--- src/rtl/frame_phase_scheduler.sv ---
// frame_phase_scheduler
// Sequences the per-frame game-logic update: on each accepted frame tick it
// strobes the enabled update engines one at a time, in index order, waiting
// for each engine's done (or a timeout) before moving on. Reports frame
// completion, engine timeouts, dropped ticks (overrun) and a frame counter.
module frame_phase_scheduler #(
  parameter int unsigned N_PHASE = 4,
  parameter int unsigned TIMEOUT = 255,
  parameter int unsigned TO_W    = 8
) (
  input  logic               clk,
  input  logic               RSTn,
  input  logic               frame_tick,
  input  logic               enable,
  input  logic [N_PHASE-1:0] phase_mask,
  output logic [N_PHASE-1:0] phase_start,
  input  logic [N_PHASE-1:0] phase_done,
  output logic               busy,
  output logic               frame_done,
  output logic               overrun,
  output logic               timeout,
  output logic [2:0]         timeout_phase,
  output logic [15:0]        frame_count
);

  localparam int unsigned     IW     = (N_PHASE > 1) ? $clog2(N_PHASE) : 1;
  localparam logic [IW-1:0]   LAST   = IW'(N_PHASE - 1);
  localparam logic [TO_W-1:0] TO_MAX = TO_W'(TIMEOUT);

  typedef enum logic [1:0] {
    IDLE,
    ISSUE,
    WAIT,
    DONE
  } state_t;

  state_t             state;
  logic [IW-1:0]      idx;
  logic [TO_W-1:0]    timer;
  logic [N_PHASE-1:0] mask_lat;

  logic               phase_hit;
  logic               phase_end;
  logic               step;
  logic [N_PHASE-1:0] start_vec;

  // Decode whether the current phase finishes this cycle (done, timeout or skip)
  always_comb begin
    phase_hit = phase_done[idx];
    phase_end = (state == WAIT) && (phase_hit || (timer == TO_MAX));
    step      = phase_end || ((state == ISSUE) && !mask_lat[idx]);
    start_vec = {{(N_PHASE-1){1'b0}}, 1'b1} << idx;
  end

  // Frame sequencer with registered strobes, status pulses and frame counter
  always_ff @(posedge clk or negedge RSTn) begin
    if (!RSTn) begin
      state         <= IDLE;
      idx           <= '0;
      timer         <= '0;
      mask_lat      <= '0;
      phase_start   <= '0;
      busy          <= 1'b0;
      frame_done    <= 1'b0;
      overrun       <= 1'b0;
      timeout       <= 1'b0;
      timeout_phase <= '0;
      frame_count   <= '0;
    end else begin
      phase_start <= '0;
      frame_done  <= 1'b0;
      timeout     <= 1'b0;
      overrun     <= frame_tick && (state != IDLE);

      case (state)
        IDLE: begin
          if (frame_tick && enable) begin
            mask_lat <= phase_mask;
            idx      <= '0;
            busy     <= 1'b1;
            state    <= ISSUE;
          end
        end
        ISSUE: begin
          if (mask_lat[idx]) begin
            timer       <= '0;
            phase_start <= start_vec;
            state       <= WAIT;
          end
        end
        WAIT: begin
          if (phase_end && !phase_hit) begin
            timeout       <= 1'b1;
            timeout_phase <= 3'(idx);
          end else if (!phase_end) begin
            timer <= timer + 1'b1;
          end
        end
        DONE: begin
          busy  <= 1'b0;
          state <= IDLE;
        end
        default: state <= IDLE;
      endcase

      // Skip, done and timeout share one advance path; it overrides the
      // state chosen above for ISSUE/WAIT when the current phase ends.
      if (step) begin
        if (idx == LAST) begin
          frame_done  <= 1'b1;
          frame_count <= frame_count + 16'd1;
          state       <= DONE;
        end else begin
          idx   <= idx + 1'b1;
          state <= ISSUE;
        end
      end
    end
  end

endmodule

--- config.mk ---
export PLATFORM = sky130hd
export DESIGN_NAME = frame_phase_scheduler
export DESIGN_NICKNAME = d
export VERILOG_FILES = /design/src/rtl/frame_phase_scheduler.sv
export SDC_FILE = /design/constraint.sdc
export NUM_CORES = 1
export LEC_CHECK = 0
export BUFFER_PORTS_ARGS = -buffer_cell sky130_fd_sc_hd__buf_2
export CAP_MARGIN = 0
export CORE_MARGIN = 2
export CORE_UTILIZATION = 55
export DETAILED_ROUTE_END_ITERATION = 16
export PLACE_DENSITY = 0.79
export REMOVE_ABC_BUFFERS = 1
export SYNTH_ARGS = -nofsm -noshare
export SYNTH_HDL_FRONTEND = slang
export SYNTH_SLANG_ARGS = --single-unit
--- constraint.sdc ---
create_clock -name clk -period 7.2 [get_ports clk]
set_clock_uncertainty 0.15 [all_clocks]
set_input_delay 1.44 -clock clk [delete_from_list [all_inputs] [get_ports clk]]
set_output_delay 1.44 -clock clk [all_outputs]
set_load 0.02 [all_outputs]
# ---- After elaboration in Yosys (flattened, before gate mapping)
# Cells that the tools add are included.
dict set report totals {
  regBits 42
  inputBits 12
  out_inout_bits 27
  word_cells 72
}
dict set report classes {
  add_sub_neg 3
  n_lt_le_gt_ge 1
  eq_ne 11
  shifts 1
  muxes 25
  n_reduce_logical 20
}
# op n
set op_table {}
lappend op_table {{$mux 8} 3}
lappend op_table {{$add 16x1->16 const B} 1}
lappend op_table {{$mux 2} 8}
lappend op_table {{$pmux 8 s2} 1}
lappend op_table {{$add 8x1->8 const B} 1}
lappend op_table {{$eq 8x8->1 const B} 1}
lappend op_table {{$mux 4} 2}
lappend op_table {{$reduce_and 2->1} 4}
lappend op_table {{$mux 1} 7}
lappend op_table {{$eq 2x2->1 const B} 3}
lappend op_table {{$ne 2x2->1 const B} 3}
lappend op_table {{$pmux 2 s3} 1}
lappend op_table {{$reduce_bool 2->1} 3}
lappend op_table {{$logic_and 1x1->1} 5}
lappend op_table {{$bmux 1 s2} 2}
lappend op_table {{$reduce_and 4->1} 1}
lappend op_table {{$reduce_bool 4->1} 1}
lappend op_table {{$shl 1x2->4 const A} 1}
lappend op_table {{$lt 2x3->1 const B} 1}
lappend op_table {{$ne 3x2->1 const B} 1}
lappend op_table {{$ne 3x3->1 const B} 1}
lappend op_table {{$reduce_and 3->1} 1}
lappend op_table {{$add 2x1->2 const B} 1}
lappend op_table {{$eq 2x1->1 const B} 1}
lappend op_table {{5 further kinds} 7}

# ---- Logic depth before layout (Yosys ltp)
# Gate-level depths: netlist of run 1.
dict set report depth {
  depth_word 7
  mapped_depth 8
  depth_no_buf 6
}

# ---- Least setup slack after synthesis of run 1
# OpenSTA, ideal clock, no wires.
dict set report synth_timing {
  path_type {in2reg}
  start {input phase_done[1]}
  end {register timeout_phase[0]}
  setup_ps 125
  t_arrival_ps 2846
  slack_ps 4079
  stages 3
  n_path_buf 0
  cell_sequence {mux4_1 > nor4_1 > mux2_2}
}
dict set report synth_via {
  elab_chain_cells 6
  word_cells_on_any_way 7
}
# element line_no
set synth_lines {}
lappend synth_lines {{start, declared} 17} ;# input logic [N_PHASE-1:0] phase_done,
lappend synth_lines {{$bmux 1 s2 *} 49} ;# phase_hit = phase_done[idx];
lappend synth_lines {{$mux 1 (implied by the code) *} 49}
lappend synth_lines {{$logic_or 1x1->1} 50} ;# phase_end = (state == WAIT) && (phase_hit || (timer == TO_MAX));
lappend synth_lines {{$logic_and 1x1->1} 50}
lappend synth_lines {{$logic_and 1x1->1 *} 92} ;# if (phase_end && !phase_hit) begin
lappend synth_lines {{$reduce_and 2->1 (no line) *} n/a}
lappend synth_lines {{end signal, assigned} 94} ;# timeout_phase <= 3'(idx);
lappend synth_lines {{end, declared} 22} ;# output logic [2:0] timeout_phase,
# Mark *: on every way between the ends. The rest lies on a longest branch, timed or not. The select of a mux whose other input is x is not followed.
# A chain may end at the register's enable or synchronous reset.

# ---- Final worst setup path of run 1
dict set report layout_timing {
  start {input phase_done[1]}
  end {register frame_count[1]}
}
dict set report layout_via {
  elab_chain_cells 6
}
# element line_no
set layout_lines {}
lappend layout_lines {{$bmux 1 s2} 49}
lappend layout_lines {{$mux 1 (implied by the code)} 49}
lappend layout_lines {{$logic_or 1x1->1} 50}
lappend layout_lines {{$logic_and 1x1->1} 50}
lappend layout_lines {{$logic_or 1x1->1} 51} ;# step = phase_end || ((state == ISSUE) && !mask_lat[idx]);
lappend layout_lines {{$reduce_and 2->1 (no line)} n/a}
lappend layout_lines {{end signal, assigned} 111} ;# frame_count <= frame_count + 16'd1;
lappend layout_lines {{end, declared} 23} ;# output logic [15:0] frame_count
# Every way passes these cells. The select of a mux whose other input is x is not followed.

==> run metrics, run 1 <==
hold wc startpoint=frame_count[15]; Worst-path clk slew=90 ps; GR Util All Layers=19.75%; Worst Setup End Kind=flip-flop; Via-to-Cell Ratio=5.854; die area=4550 sq um; Core Box Area=3943 sq um; total of max-cap violations=0; Post-CTS Setup Repair Bufs=0; largest buffer count on any clock path=2; Final Critical Period=3270 ps; Setup-failing EPs final=0; placed cell count=273; First-pass DRT Iterations=4; RSZ-0062 raised after global routing=no; Seq/Total Area, Yosys=47.46%; WP depth=5; hpwl dp=3.006 mm; Arr. time, crit path=3300 ps; FF-to-FF path depth=6; cts bufs inserted=5; Finished Layout Cells=281; fin. max-slew vios=0; Yosys reg bits=42; initial core utilization=56.17%; post-route ant nets=0; startpoint types=input pin; Buf+Inv Stages, Crit Path=1; Post-Route WL=4.265 mm; nets=252; total negative slack=0 ps; grt ovf=0; diode count=0; Synth Area in XOR/XNOR=5.932%; max frequency=0.3058 GHz; row count=23; multiplexer share of the synthesized area=8.475%; Setup Slack @ Placement=3635 ps; Post-Synth Adder-Cell Area=5.650%; Port Buffer Count=37; P_leak=1.100 nW; Worst-Margin Slew=931.1 ps; Critical Path Max Stage Delay=620 ps; cts hold-fix bufs=0; total power divided by cell area=414.8 nW/um^2; vias=1645; Final Cycle Share=45.42%; Mapped Avg Cell Area=11.47 sq um; Reg-to-Reg End=frame_count[1]; Area Overhead vs Synth=12.99%; min-delay worst type=flip-flop to flip-flop; hold path depth=1; Hold Crit Endpoint=frame_count[15]; Post-Synth Simple-Gate Area=12.49%; Skew-Pair Late Insertion Delay=290 ps; Die Ht=67.46 microns; gpl congestion=0.8183; Req. time, crit path=7230 ps; synthesized area=2215 sq um; max_slew headroom=37.92%; clk root buf=clkbuf_8; status=finished, final reports clean; number of global-route vias before repair=1538; pin count of the biggest net entering global routing=43; CTS tree=yes; launching point of the worst reg2reg path=state[0]; initial drt markers=100; Post-synth EDFFs=0; Mapped Cells=193; post-synthesis compound-gate area fraction=15.88%; largest family of logic cells by synthesized area=compound AO/OA/AOI/OAI gates; Distinct cells, synth=43; share of layout cells above drive strength 1=27.27%; Most used DFF post-synth=dfrtp_1; crit-path cells=buf_2 > mux4_1 > nand2_1 > a21boi_0 > mux2_2; critical path fanouts, max=16; Peak VDD IR=0.0002215 V; I/O pin count=39; ys async rst share=100.0%; Ys Warns=0; R2R setup slack=4400 ps; critical path type=input pin to flip-flop; worst setup margin=3930 ps; average wire per cell in the routed design=15.18 microns; final hold violation count=0; antenna violations before repair=0; post_cts resized=0; cell family with most CP delay=multiplexers; Post-route DRC=0; Chip Width=67.46 microns; slowest stage cell, crit path=mux4_1; CTS Sinks=42; H-tree depth=2; first-pass GRT wire length=6.900 mm
per-stage QoR:
| step | total power [mW] | utilization, % | area [sq um] | hold slack (ps) |
|---|---|---|---|---|
| floorplan | 0.7442 | - | 2168 | 323.9 |
| global placement | 0.8749 | 61.28 | 2416 | 302.7 |
| detailed placement | 0.8912 | 61.28 | 2416 | 308.3 |
| CTS | 1.042 | 63.47 | 2502 | 319.8 |
| global route | 1.117 | 63.47 | 2502 | 343.1 |
| finish | 1.038 | 63.47 | 2502 | 317.0 |
kinds of logic (layout without fill, tap and decap cells):
family                   Yosys count  count (layout)
AND/OR/NAND/NOR                   50              50
AO/OA/AOI/OAI                     42              42
flip-flops                        42              42
buffers and inverters             18              56
XOR/XNOR                          15              15
multiplexers                      15              15
adder cells (fa/ha/maj)           10              10
other                              1               1
flip-flops by register name (all words and copies together), names as in the netlist:
signal         cells
busy               1
frame_count       16
frame_done         1
idx                2
mask_lat           4
overrun            1
phase_start        4
state              2
timeout            1
timeout_phase      2
timer              8
worst reg2reg max path, cell delays in order, from the launching register on:
cell,delay (ps)
dfrtp_1,420
inv_1,120
ha_1,450
inv_1,190
o32a_2,570
a21boi_0,410
mux2_2,380
area by class of cell:
cell class / count / area, sq um
clock buffer: 6 / 72.57
clock inverter: 2 / 13.76
fill: 312 / 1440
inverter: 11 / 41.29
multi-input combinational: 133 / 1076
sequential: 42 / 1051
tap: 50 / 62.56
timing repair buffer: 37 / 185.2
report_power, final:
group / internal, mW / switching (mW)
clock: 0.0685 / 0.0823
combinational: 0.178 / 0.310
sequential: 0.314 / 0.0852
total: 0.560 / 0.478
layer usage:
metal | up-vias | global-route usage, % | part of all wire (%)
met5 | - | 0 | 0
met4 | 0 | 4.847 | 0.49
met3 | 4 | 4.333 | 4.7
met1 | 802 | 26.88 | 47
met2 | 51 | 32.18 | 47
li1 | 788 | - | -
Yosys cell counts (2+ instances only):
library cell | count | area [sq um]
dfrtp_1 | 42 | 1051
xor2_1 | 15 | 131.4
nand2_1 | 14 | 52.55
a21oi_1 | 11 | 55.05
inv_1 | 11 | 41.29
nand3_1 | 11 | 55.05
ha_1 | 10 | 125.1
mux2_2 | 7 | 78.83
a2111oi_0 | 6 | 52.55
mux2i_1 | 6 | 60.06
a211oi_1 | 5 | 37.54
nand4_1 | 5 | 31.28
and3_2 | 4 | 30.03
a2111oi_2 | 3 | 45.04
a21o_1 | 3 | 22.52
and3_1 | 3 | 18.77
nand2b_1 | 3 | 18.77
o41ai_1 | 3 | 26.28
a21boi_0 | 2 | 15.01
a22o_1 | 2 | 17.52
and4_1 | 2 | 17.52
buf_6 | 2 | 22.52
clkbuf_1 | 2 | 7.510
nor4_1 | 2 | 12.51
worst max path at each step:
| stage | start | to | slack, ps |
|---|---|---|---|
| 2_1_floorplan | phase_done[1] | frame_count[1] | 3970 |
| 4_1_cts | phase_done[1] | frame_count[1] | 3950 |
| 5_1_grt | phase_done[1] | frame_count[1] | 3870 |
| 3_3_place_gp | phase_done[1] | frame_count[1] | 3700 |
| 3_5_place_dp | phase_done[1] | frame_count[1] | 3630 |
| 6_report | phase_done[1] | frame_count[1] | 3930 |
cells in the final DEF (no fill, tap or decap), types with 2 or more instances in the layout:
master and count:
clkbuf_8 5, inv_1 11, nand2b_1 3, xor2_1 15
buf_2 37, a21oi_1 11, a21o_1 3, nor4_1 2
and4_1 2, mux2_2 7, and3_2 4, a22o_1 2
mux2i_1 6, a21boi_0 2, nand2_1 14, ha_1 10
and3_1 3, nand4_1 5, a211oi_1 5, nand3_1 11
o41ai_1 3, dfrtp_1 42, a2111oi_2 3, a2111oi_0 6
Power figures use the tool's default switching activity.
==> inputs of run 2 (changes only) <==
--- a/config.mk
+++ b/config.mk
@@ -8,9 +8,9 @@
 export BUFFER_PORTS_ARGS = -buffer_cell sky130_fd_sc_hd__buf_2
 export CAP_MARGIN = 0
 export CORE_MARGIN = 2
-export CORE_UTILIZATION = 55
+export CORE_UTILIZATION = 50
 export DETAILED_ROUTE_END_ITERATION = 16
-export PLACE_DENSITY = 0.79
+export PLACE_DENSITY = 0.75
 export REMOVE_ABC_BUFFERS = 1
 export SYNTH_ARGS = -nofsm -noshare
 export SYNTH_HDL_FRONTEND = slang
==> constraint.sdc (replaced) <==
create_clock -name clk -period 2.7 [get_ports clk]
set_clock_uncertainty 0.15 [all_clocks]
set_input_delay 0.54 -clock clk [delete_from_list [all_inputs] [get_ports clk]]
set_output_delay 0.54 -clock clk [all_outputs]
set_load 0.02 [all_outputs]
==> run metrics, run 2 (synthesis results as in run 1) <==
status=finished, final reports clean; GR Util All Layers=18.69% (-1.1 points); total of max-cap violations=0 (unchanged); Chip Width=70.55 microns (+4.6%); gpl congestion=0.8285 (+1.2%); vias=1669 (+1.5%); initial core utilization=51.22% (-5.0 points); Worst-Margin Slew=554.1 ps (-377.0 ps); critical path fanouts, max=16 (unchanged); clk root buf=clkbuf_8; first-pass GRT wire length=7.376 mm (+6.9%); Skew-Pair Late Insertion Delay=290 ps (about the same); largest buffer count on any clock path=2 (unchanged); biggest regs=frame_count (16), timer (8); critical path type=flip-flop to flip-flop; Finished Layout Cells=290 (+3.2%); Port Buffer Count=37 (unchanged); grt ovf=0 (unchanged); CTS Sinks=42 (unchanged); nets=259 (+2.8%); CTS tree=yes; max_slew headroom=62.00% (+24 points); placed cell count=281 (+2.9%); max frequency=0.3986 GHz; Req. time, crit path=2700 ps (-4530 ps); Post-route DRC=0 (unchanged); cell family with most CP delay=compound AO/OA/AOI/OAI gates; min-delay worst type=flip-flop to flip-flop; P_leak=1.144 nW (+4.0%); cts bufs inserted=5 (unchanged); RSZ-0062 raised after global routing=no; antenna violations before repair=0 (unchanged); total power divided by cell area=1088 nW/um^2 (+160%); Post-Route WL=4.305 mm (+0.94%); Buf+Inv Stages, Crit Path=0 (-1); initial drt markers=109 (+9.0%); startpoint types=flip-flop; diode count=0 (unchanged); Post-CTS Setup Repair Bufs=0 (unchanged); Final Cycle Share=92.92%; most common cell after layout, fill and taps aside=dfrtp_1; row count=24 (+4.3%); post-route ant nets=0 (unchanged); Peak VDD IR=0.0004394 V (+98%); die area=4977 sq um (+9.4%); commonest cells after routing, fill and taps aside=dfrtp_1, buf_2, xor2_1; Worst-path clk slew=80 ps (about the same); max FFs per register=16 (unchanged); number of global-route vias before repair=1610 (+4.7%); fill cell total of the finished layout=369 (+18%); I/O pin count=39 (unchanged); Die Ht=70.55 microns (+4.6%); Setup-failing EPs final=0 (unchanged); Area Overhead vs Synth=16.55%; Via-to-Cell Ratio=5.755 (-1.7%); final hold violation count=0 (unchanged); Worst Setup End Kind=flip-flop; pin count of the biggest net entering global routing=30 (-30%); First-pass DRT Iterations=4 (unchanged); total negative slack=0 ps (unchanged); largest reg by FF count=frame_count; slowest stage cell, crit path=mux4_2; hpwl dp=3.167 mm (+5.3%); H-tree depth=2 (unchanged); fin. max-slew vios=0 (unchanged); crit-path cells=mux4_2 > o32a_2 > a2111oi_1 > xor2_1; Core Box Area=4324 sq um (+9.7%); Arr. time, crit path=2510 ps (-790 ps); Critical Path Max Stage Delay=650 ps (+30 ps); average wire per cell in the routed design=14.84 microns (-2.2%); share of layout cells above drive strength 1=28.99% (+1.7 points); Final Critical Period=2509 ps
[run 2: cell count changes in the layout (fill, tap and decap cells not counted), sizes merged]
cell	before	now
clkinv	2	1
buf	37	43
clkbuf	6	7
dlygate4sd3	0	1
[run 2: metal layers]
metal	global-route usage, %	routed length [microns]	vias to the layer above	part of all wire [%]
li1	-	-	805	-
met1	24.65	1973	806	46
met2	30.08	2023	54	47
met3	5.556	259	4	6.0
met4	5.870	48	0	1.1
met5	0	0	-	0
[run 2: stage by stage]
stage	utilization [%]	instance area [sq um]	power (mW)	hold slack, ps	worst slack (ps)
after floorplan	-	2168	1.985	94.41	217.0
final	59.69	2581	2.810	315.7	191.1
after CTS	59.61	2577	2.824	319.6	77.55
after global placement	57.26	2476	2.363	301.2	206.9
after detailed placement	57.26	2476	2.404	303.9	99.52
after global routing	59.69	2581	3.019	318.7	45.76
[run 2: where the power goes]
part,switching (mW),internal [mW]
Clock,0.209,0.206
Sequential,0.226,0.838
Combinational,0.826,0.505
[run 2: worst paths after layout]
kind                            startpoint               to  slack [ps]  cells past startpoint
max                                 idx[0]  frame_count[15]         190                      4
min                        frame_count[15]  frame_count[15]         320                      1
max reg2reg                         idx[0]  frame_count[15]         190                      4
min reg2reg                frame_count[15]  frame_count[15]         320                      1
max in group asynchronous             RSTn   frame_count[3]        1210                      3
min in group asynchronous             RSTn         timer[5]         520                      2
[run 2: layout make-up]
cell class | instances | area [sq um] | share of cell area, %
multi-input combinational | 133 | 1080 | 41.83
sequential | 42 | 1051 | 40.72
timing repair buffer | 44 | 252.7 | 9.792
clock buffer | 7 | 86.33 | 3.345
tap | 52 | 65.06 | 2.521
inverter | 11 | 41.29 | 1.600
clock inverter | 1 | 5.005 | 0.1939
[run 2: repair_timing]
action	CTS	global route
endpoints found under the setup margin	0	3
gates resized for setup	0	3
hold buffers	1	0
endpoints found under the hold margin	13	0
==> inputs of run 3 (changes only) <==
--- a/config.mk
+++ b/config.mk
@@ -5,12 +5,12 @@
 export SDC_FILE = /design/constraint.sdc
 export NUM_CORES = 1
 export LEC_CHECK = 0
-export BUFFER_PORTS_ARGS = -buffer_cell sky130_fd_sc_hd__buf_2
 export CAP_MARGIN = 0
 export CORE_MARGIN = 2
-export CORE_UTILIZATION = 50
+export CORE_UTILIZATION = 55
 export DETAILED_ROUTE_END_ITERATION = 16
-export PLACE_DENSITY = 0.75
+export DONT_BUFFER_PORTS = 1
+export PLACE_DENSITY = 0.73
 export REMOVE_ABC_BUFFERS = 1
 export SYNTH_ARGS = -nofsm -noshare
 export SYNTH_HDL_FRONTEND = slang
==> run metrics, run 3 (synthesis results as in run 1) <==
status=finished, final reports clean; min-delay worst type=input pin to flip-flop; pin count of the biggest net entering global routing=43 (+43%); Buf+Inv Stages, Crit Path=0 (unchanged); Int Pwr=1.513 mW (-2.3%); final hold violation count=0 (unchanged); number of global-route vias before repair=1561 (-3.0%); fill cell total of the finished layout=301 (-18%); largest buffer count on any clock path=2 (unchanged); max_slew headroom=58.80% (-3.2 points); GR Util All Layers=20.67% (+2.0 points); Critical Path Max Stage Delay=650 ps (about the same); crit-path cells=mux4_2 > o32a_2 > a2111oi_0 > xor2_1; post_cts resized=0 (unchanged); diode count=0 (unchanged); biggest regs=frame_count (16), timer (8); largest reg by FF count=frame_count; critical path fanouts, max=16 (unchanged); Post-CTS Setup Repair Bufs=0 (unchanged); antenna violations before repair=0 (unchanged); FF/Latch Area=1051 sq um (unchanged); row count=23 (-4.2%); Chip Width=67.46 microns (-4.4%); Worst-Margin Slew=600.8 ps (+46.67 ps); clk root buf=clkbuf_8; hpwl dp=3.115 mm (-1.6%); first-pass GRT wire length=7.079 mm (-4.0%); Port Buffer Count=0 (-100%); max frequency=0.3822 GHz (-4.1%); vias=1568 (-6.1%); critical path type=flip-flop to flip-flop; Worst Setup End Kind=flip-flop; Net Sw Frac=45.43% (+0.56 points); total of max-cap violations=0 (unchanged); startpoint types=flip-flop; Clk pwr share=17.7% (+2.9 points); Final Cycle Share=96.92% (+4.0 points); CTS Sinks=42 (unchanged); Post-route DRC=0 (unchanged); gpl congestion=0.8438 (+1.8%); total power divided by cell area=1155 nW/um^2 (+6.1%); nets=221 (-15%); grt ovf=0 (unchanged); CTS tree=yes; Logic pwr share=37.3% (-10 points); cell family with most CP delay=compound AO/OA/AOI/OAI gates; slowest stage cell, crit path=mux4_2; cts bufs inserted=5 (unchanged); area of the multi-input gates=1076 sq um (-0.35%); initial drt markers=87 (-20%); Post-Route WL=4.379 mm (+1.7%); total negative slack=0 ps (unchanged); Sequential Power Share=45.0% (+7.2 points); Area Overhead vs Synth=8.418%; commonest cells after routing, fill and taps aside=dfrtp_1, xor2_1, nand2_1; H-tree depth=2 (unchanged); Skew-Pair Late Insertion Delay=290 ps (about the same); Setup-failing EPs final=0 (unchanged); First-pass DRT Iterations=5 (+1); I/O pin count=39 (unchanged); Switch Pwr=1.259 mW (-0.11%); fin. max-slew vios=0 (unchanged); Core Box Area=3943 sq um (-8.8%); max FFs per register=16 (unchanged); Arr. time, crit path=2610 ps (+100 ps); die area=4550 sq um (-8.6%); Via-to-Cell Ratio=6.272 (+9.0%); initial core utilization=56.17% (+5.0 points); most common cell after layout, fill and taps aside=dfrtp_1; P_leak=0.9949 nW (-13%); final core utilization=60.90% (+1.2 points); RSZ-0062 raised after global routing=no; Die Ht=67.46 microns (-4.4%); post-route ant nets=0 (unchanged); share of layout cells above drive strength 1=15.50% (-13 points); Req. time, crit path=2690 ps (about the same); average wire per cell in the routed design=17.52 microns (+18%); Worst-path clk slew=80 ps (about the same); Final Critical Period=2617 ps (+107.9 ps); Peak VDD IR=0.0006426 V (+46%)
==> run 3: changes by cell type in the layout (fill, tap and decap cells not counted) <==
| cell | delta |
|---|---|
| buf_2 | -37 |
| buf_4 | -1 |
| clkinv_2 | -1 |
| clkbuf_8 | -1 |
| a2111oi_1 | -3 |
| bufinv_16 | +1 |
| a2111oi_0 | +3 |
| clkinvlp_4 | +1 |
==> run 3: power by group through the flow <==
stage	registers, mW	logic (mW)	clock network [mW]
finish	1.25	1.03	0.490
global route	1.28	1.15	0.532
CTS	1.25	1.03	0.495
detailed placement	1.26	1.01	0
global placement	1.25	0.954	0
floorplan	1.19	0.793	0
==> run 3: final timing paths <==
path / slack [ps] / to / startpoint / cells after the start
max in group asynchronous: 1650 / frame_count[1] / RSTn / 2
setup / recovery: 80 / frame_count[9] / idx[0] / 4
hold / removal: 250 / overrun / frame_tick / 1
setup reg to reg: 80 / frame_count[9] / idx[0] / 4
min in group asynchronous: 560 / frame_count[14] / RSTn / 2
hold reg to reg: 360 / mask_lat[1] / mask_lat[1] / 1
==> run 3: stage by stage <==
stage               total power, mW  worst slack, ps  area (sq um)  hold WS (ps)  cells
floorplan                     1.985            217.0          2168         94.41    186
global placement              2.201            334.2          2261         95.69    240
detailed placement            2.271            66.19          2261         95.96    240
CTS                           2.777            72.74          2401         243.8    250
global route                  2.963            6.656          2401         231.4    250
finish                        2.772            83.26          2401         245.5    250
==> run 3: area by class of cell <==
class	count	area share, %
clock inverter	2	1.563
sequential	42	43.77
tap	50	2.606
multi-input combinational	133	44.81
clock buffer	6	3.022
inverter	11	1.720
timing repair buffer	6	2.501
==> run 3: per-layer routing <==
layer / vias up / wire, microns / track usage, %
li1: 726 / - / -
met1: 800 / 1962 / 27.43
met2: 39 / 2154 / 33.42
met3: 3 / 249 / 6.500
met4: 0 / 13 / 4.337
met5: - / 0 / 0
==> run 3: worst reg2reg max path, cell delays in order (launching register included) <==
cell       delay (ps)
dfrtp_1           510
mux4_2            650
o32a_2            360
a2111oi_0         640
xor2_1            160
==> run 3: timing repair <==
action,in CTS,in global routing
endpoints found under the setup margin,0,0
endpoints found under the hold margin,42,0
hold buffers,2,0
